File: src/rtl/decoder_pkg.sv
// decoder_pkg: shared widths, FSM state type and one-hot helper for the
// decoder_seq block.
//   CODE_W  : input code width (4)
//   OUT_W   : one-hot output width (16)
//   state_t : sweep FSM states {IDLE, SWEEP}
//   onehot(): code -> word with exactly bit <code> set
package decoder_pkg;

    localparam int CODE_W = 4;
    localparam int OUT_W  = 16;

    typedef enum logic {
        IDLE  = 1'b0,
        SWEEP = 1'b1
    } state_t;

    function automatic logic [OUT_W-1:0] onehot(input logic [CODE_W-1:0] code);
        logic [OUT_W-1:0] word;
        word       = '0;
        word[code] = 1'b1;
        return word;
    endfunction

endpackage

File: src/rtl/decoder_4to16_comb.sv
// decoder_4to16_comb: purely combinational 4-to-16 one-hot decoder with enable.
// Ports:
//   code  in  4   code to decode
//   en    in  1   enable; when low the output is all zeros
//   d     out 16  one-hot word, bit <code> set when en is high
module decoder_4to16_comb
    import decoder_pkg::*;
(
    input  logic [CODE_W-1:0] code,
    input  logic              en,
    output logic [OUT_W-1:0]  d
);

    assign d = en ? onehot(code) : '0;

endmodule

File: src/rtl/decoder_seq.sv
// decoder_seq: registered 4-to-16 one-hot decoder with valid/ready handshakes
// and a built-in sweep that emits the one-hot words for codes 0..15 in order.
// Optional feature macro: DECODER_PARITY_EN (adds in_par / err ports and an
// even-parity check on IDLE inputs; failing inputs are handshaken but dropped).
// Ports:
//   clk, rst     clock, asynchronous active-high reset
//   en           decode enable (sampled at each load)
//   a            input code
//   in_valid     a/en valid;  in_ready: decoder accepts a code this cycle
//   sweep_start  one-cycle request to emit codes 0..15 (IDLE only)
//   d, out_code  one-hot output word and the code that produced it
//   out_valid    d/out_code valid;  out_ready: downstream accepts
//   sweep_done   pulse during the handshake of the final sweep word
//   in_par, err  parity bit over a and sticky error flag (DECODER_PARITY_EN)
module decoder_seq
    import decoder_pkg::*;
(
    input  logic              clk,
    input  logic              rst,
    input  logic              en,
    input  logic [CODE_W-1:0] a,
    input  logic              in_valid,
    output logic              in_ready,
    input  logic              sweep_start,
    output logic [OUT_W-1:0]  d,
    output logic [CODE_W-1:0] out_code,
    output logic              out_valid,
    input  logic              out_ready,
`ifdef DECODER_PARITY_EN
    input  logic              in_par,
    output logic              err,
`endif
    output logic              sweep_done
);

    state_t              state_reg;
    logic [CODE_W-1:0]   cnt_reg;
    logic                last_reg;   // word 15 has been loaded, waiting for its handshake
    logic [OUT_W-1:0]    d_reg;
    logic [CODE_W-1:0]   code_reg;
    logic                valid_reg;

    logic                reg_free;
    logic                sweep_phase;
    logic                sweep_load;
    logic                in_fire;
    logic                idle_load;
    logic                par_ok;
    logic                load;
    logic [CODE_W-1:0]   sel_code;
    logic [OUT_W-1:0]    dec_word;

    assign reg_free = !valid_reg || out_ready;
    assign in_ready = (state_reg == IDLE) && !sweep_start && reg_free;
    assign in_fire  = in_valid && in_ready;

    // The accepted sweep_start cycle already loads word 0 so that the sweep
    // words appear starting the cycle right after the request. cnt_reg is 0
    // whenever the FSM is in IDLE.
    assign sweep_phase = (state_reg == SWEEP) || sweep_start;
    assign sweep_load  = sweep_phase && !last_reg && reg_free;

`ifdef DECODER_PARITY_EN
    assign par_ok = ((^a) == in_par);
`else
    assign par_ok = 1'b1;
`endif

    assign idle_load = in_fire && par_ok;
    assign load      = idle_load || sweep_load;
    assign sel_code  = sweep_phase ? cnt_reg : a;

    decoder_4to16_comb u_dec (
        .code (sel_code),
        .en   (en),
        .d    (dec_word)
    );

    // Combinational on out_ready so the pulse coincides with the handshake.
    assign sweep_done = (state_reg == SWEEP) && last_reg && valid_reg && out_ready;

    always_ff @(posedge clk or posedge rst) begin
        if (rst) begin
            state_reg <= IDLE;
            cnt_reg   <= '0;
            last_reg  <= 1'b0;
            d_reg     <= '0;
            code_reg  <= '0;
            valid_reg <= 1'b0;
        end else begin
            if (load) begin
                d_reg     <= dec_word;
                code_reg  <= sel_code;
                valid_reg <= 1'b1;
            end else if (out_ready) begin
                valid_reg <= 1'b0;
            end

            if (sweep_load) begin
                cnt_reg <= cnt_reg + 1'b1;  // wraps to 0 after word 15
                if (cnt_reg == CODE_W'(OUT_W - 1)) begin
                    last_reg <= 1'b1;
                end
            end

            case (state_reg)
                IDLE: begin
                    if (sweep_start) begin
                        state_reg <= SWEEP;
                    end
                end
                SWEEP: begin
                    if (sweep_done) begin
                        state_reg <= IDLE;
                        last_reg  <= 1'b0;
                    end
                end
                default: state_reg <= IDLE;
            endcase
        end
    end

`ifdef DECODER_PARITY_EN
    logic err_reg;
    always_ff @(posedge clk or posedge rst) begin
        if (rst) begin
            err_reg <= 1'b0;
        end else if (in_fire && !par_ok) begin
            err_reg <= 1'b1;
        end
    end
    assign err = err_reg;
`endif

    assign d         = d_reg;
    assign out_code  = code_reg;
    assign out_valid = valid_reg;

endmodule

File: config.mk
export PLATFORM = sky130hd
export DESIGN_NAME = decoder_seq
export DESIGN_NICKNAME = d
export VERILOG_FILES = /design/src/rtl/decoder_pkg.sv /design/src/rtl/decoder_4to16_comb.sv /design/src/rtl/decoder_seq.sv
export SDC_FILE = /design/constraint.sdc
export NUM_CORES = 1
export LEC_CHECK = 0
export ABC_AREA = 1
export BUFFER_PORTS_ARGS = -buffer_cell sky130_fd_sc_hd__buf_2
export CAP_MARGIN = 20
export CORE_ASPECT_RATIO = 1.25
export CORE_UTILIZATION = 40
export CTS_CLUSTER_DIAMETER = 150
export DETAILED_ROUTE_END_ITERATION = 8
export PLACE_DENSITY = 0.65
export SLEW_MARGIN = 0
export SYNTH_ARGS = -nofsm -noshare
export SYNTH_HDL_FRONTEND = slang
export SYNTH_SLANG_ARGS = --single-unit
File: constraint.sdc
create_clock -name clk -period 1.5 [get_ports clk]
set_clock_uncertainty 0.1 [all_clocks]
set_input_delay 0.45 -clock clk [delete_from_list [all_inputs] [get_ports clk]]
set_output_delay 0.45 -clock clk [all_outputs]
set_load 0.02 [all_outputs]
==> out/metrics.sh <==
SW_FRAC_OF_TOTAL=0.448
TOTAL_OF_FLIP_FLOPS_PLUS_LATCHES_AFTER_SYNTHESIS=27
MAXCLOCKFREQUENCY_MHz=614
INITIALDRTVIOLATIONCOUNT=15
FINAL_ANTENNA_NET_COUNT=0
RSZ_0062_RAISED_AFTER_GLOBAL_ROUTING='true'
POWERDENSITY_mW_PER_MM2=1960
TIMING.CRITICAL_PATH.CELLS='inv_2 > nand2_4 > a21oi_2 > buf_6'
LAYOUT_UTILIZATION=0.558
GRT_PASS1_WL_MICRONS=4740
TIMING_HOLD_VIOLATIONS_FINAL=0
TIMING.MAX_CAP.VIOLATIONS=0
VIOLATIONS='setup timing'
SYN2LAYOUT_AREA_GROWTH_PCT=34.3
SETUP_WS_PS=-128
WORST-SETUP-PATH-TYPE='register to primary output'
CP_MAX_FO=3
CRITPATHCAPTURETYPE='primary output'
GLOBALROUTE.TOTALOVERFLOW=0
DRIVE_ABOVE_1_SHARE=0.347
DIE-AREA_SQ_MM=0.00355
WORST_SETUP_PATH_START_KIND='register'
GRT_START_MAX_NET_PINS=28
ANTENNA_VIOLATIONS_BEFORE_REPAIR=0
MIN_PATH_TYPE='input pin to asynchronous set/reset pin'
DRC=0
POST_DETAILED_PLACEMENT_HALF_PERIMETER_WIRELENGTH_MICRONS=2110
DESIGN.FINAL.NETS=234
RELSLEWSLACK=0.776
HOLD_BUFFERS=0
SYNTHESIS.INSTANCES=174
CP_MAX_STAGE_CELL='dfrtp_2'
CRITICAL_PATH_ARRIVAL_PS=1080
CLOCK_SINKS=27
MAXSLEWVIOLCOUNT=0
GRTUSAGETOTAL=0.184
POWER.SHARE.SEQUENTIAL=0.325
PATH_BUF_INV=2
BIGGEST_CELL_DELAY_ALONG_THE_CRITICAL_PATH_PS=430
COMB_POWER_SHARE=0.559
INSERTEDDIODECOUNT=0
CLOCK_NETWORK_POWER_SHARE=0.116
DRTPASS1ITERATIONS=4
P_LEAK_nW=1.02
STATUS='finished, violations left'
FLIP_FLOP_COUNT_OF_THE_LARGEST_REGISTER_ALL_COPIES_AND_WORDS_ADDED=16
TRITONCTS_CLOCK_TREE='built'
SYNTH.AVG_CELL_AREA_SQ_UM=7.63
CTS-ROOT-BUF='clkbuf_8'
INTPOWER_W=0.00193
DIE_Y_MICRONS=66.4
POST-ROUTE-MIN-PERIOD_PS=1630
CTS.PATH.MAX_BUFFERS=2
ROUTED-VIA-COUNT=1200
MAPPEDNETLISTNETS=185
POWER.NET_SWITCHING_W=0.00156
PORT_BUFFERS=32
CP_TOP_FAMILY='flip-flops'
CLK_TRANSITION_REPORTED_PATHS_PS=90
FINALPOWER_W=0.00349
POST_SYNTH_INSTANCE_AREA_SQ_MM=0.00133
CTS_MADE_BUFFERS=3
PRECTSSETUPSLACK_PS=-113
CRIT_PATH_REQUIRED_TIME_PS=950
CORE_AREA_SQ_MM=0.00319
DIE_W_MICRONS=53.5
FP-ROW-COUNT=23
VIAS_PER_CELL=4.63
SETUP-VIOLATIONS-FINAL=7
FIN_CRIT_SH=1.09
CTS.HTREE.LEVELS=1
IR_DROP_V=0.000972
SYNTH-WARNING-COUNT=0
NUM_IO_PINS=33
POST_DRT_WL_PER_CELL_MICRONS=10.9
GP_ROUTABILITY_CONGESTION=0.795
INITIAL_UTILIZATION=0.416
SYNTH.LIB_CELLS_USED.DISTINCT=18
GRT_PASS1_VIAS=1071
INSERTION_DELAY_PS=270
TOTALWIRELENGTH_MICRONS=2830
SYNTH_SEQUENTIAL_AREA_RATIO=0.509
WORST-SLEW-PIN-TRANSITION_PS=336
## timing repair
action                                  CTS  global route
pin swaps                                 1             4
endpoints found under the setup margin   22            23
buffers inserted                          3             0
cloned                                    0             1
resized for setup                         5            21
endpoints found under the hold margin     0             0
## per-stage QoR
| step | hold WS [ps] | area (sq um) | setup TNS (ps) | cells |
|---|---|---|---|---|
| after floorplan | 383 | 1330 | 0 | 174 |
| after detailed placement | 362 | 1630 | -1840 | 251 |
| after global routing | 148 | 1780 | -2210 | 259 |
| after global placement | 360 | 1630 | -1060 | 251 |
| final | 116 | 1780 | -224 | 259 |
| after CTS | 123 | 1720 | -1990 | 258 |
## worst reg2reg max path, delay by kind of cell, from the launching register on
kind	cells	cell delay (ps)
buf+inv	2	320
compound gates	1	190
flops	1	430
simple gates	4	410
## cells by family after synthesis
group           count (synthesis)  share of synthesized area
compound gates                 12                     0.0556
xor+xnor                        3                     0.0198
fa+ha+maj                       1                    0.00942
buf+inv                        19                     0.0613
flops                          27                      0.509
simple gates                  112                      0.345
## Yosys cell counts (all sizes together)
library cell | number | area [sq um]
nand2 | 86 | 330
dfrtp | 27 | 676
nor2 | 22 | 90.1
inv | 16 | 60.1
o21ai | 8 | 40.0
nand3 | 4 | 37.5
a21oi | 3 | 15.0
buf | 3 | 21.3
xor2 | 3 | 26.3
a21boi | 1 | 18.8
ha | 1 | 12.5
## placed cells by master, fill, tap and decap left out, types with 2 or more instances in the layout
cell type and count:
xor2_1 3, dfrtp_1 26, buf_4 11, o21ai_0 4, inv_1 13, nor2_2 4, nor2_1 17, clkbuf_8 3
nand2_1 73, buf_12 3, nand2_4 2, buf_6 2, nand3_1 2, nor2_4 2, nand3_4 2, a21oi_1 2
o21ai_1 4, nand2_2 11, buf_2 30, inv_2 3
## path summary, 6_finish.rpt
path | slack [ps] | end | start | cells past startpoint
max | -130 | in_ready | state_reg$_DFF_PP0_ | 4
min | 120 | d[13]$_DFFE_PP0P_ | rst | 3
max reg2reg | 0 | d[0]$_DFFE_PP0P_ | state_reg$_DFF_PP0_ | 7
min reg2reg | 380 | d[14]$_DFFE_PP0P_ | d[14]$_DFFE_PP0P_ | 2
max in group asynchronous | 910 | state_reg$_DFF_PP0_ | rst | 3
min in group clk | 380 | d[14]$_DFFE_PP0P_ | d[14]$_DFFE_PP0P_ | 2
## routing by layer
layer / up-vias / global-route usage / wire (microns)
li1: 623 / - / -
met1: 549 / 0.239 / 1310
met2: 23 / 0.300 / 1390
met3: 5 / 0.0207 / 83
met4: 0 / 0.0789 / 49
met5: - / 0 / 0
## power groups by stage
stage	combinational, W	clock, W	sequential [W]
after detailed placement	0.00175	0	0.00116
after global routing	0.00218	0.000449	0.00117
final	0.00195	0.000405	0.00113
after CTS	0.00182	0.000423	0.00114
after floorplan	0.000895	0	0.00133
after global placement	0.00174	0	0.00116
## area by class of cell
| class | count | area (sq um) |
|---|---|---|
| clock buffers | 3 | 41.3 |
| clock inverters | 1 | 5.00 |
| fillers | 311 | 1410 |
| inverters | 16 | 60.1 |
| multi-input cells | 129 | 638 |
| flip-flops and latches | 27 | 677 |
| well taps | 37 | 46.3 |
| repair buffers | 46 | 315 |
Note: power is estimated with default switching activity, not from simulation.
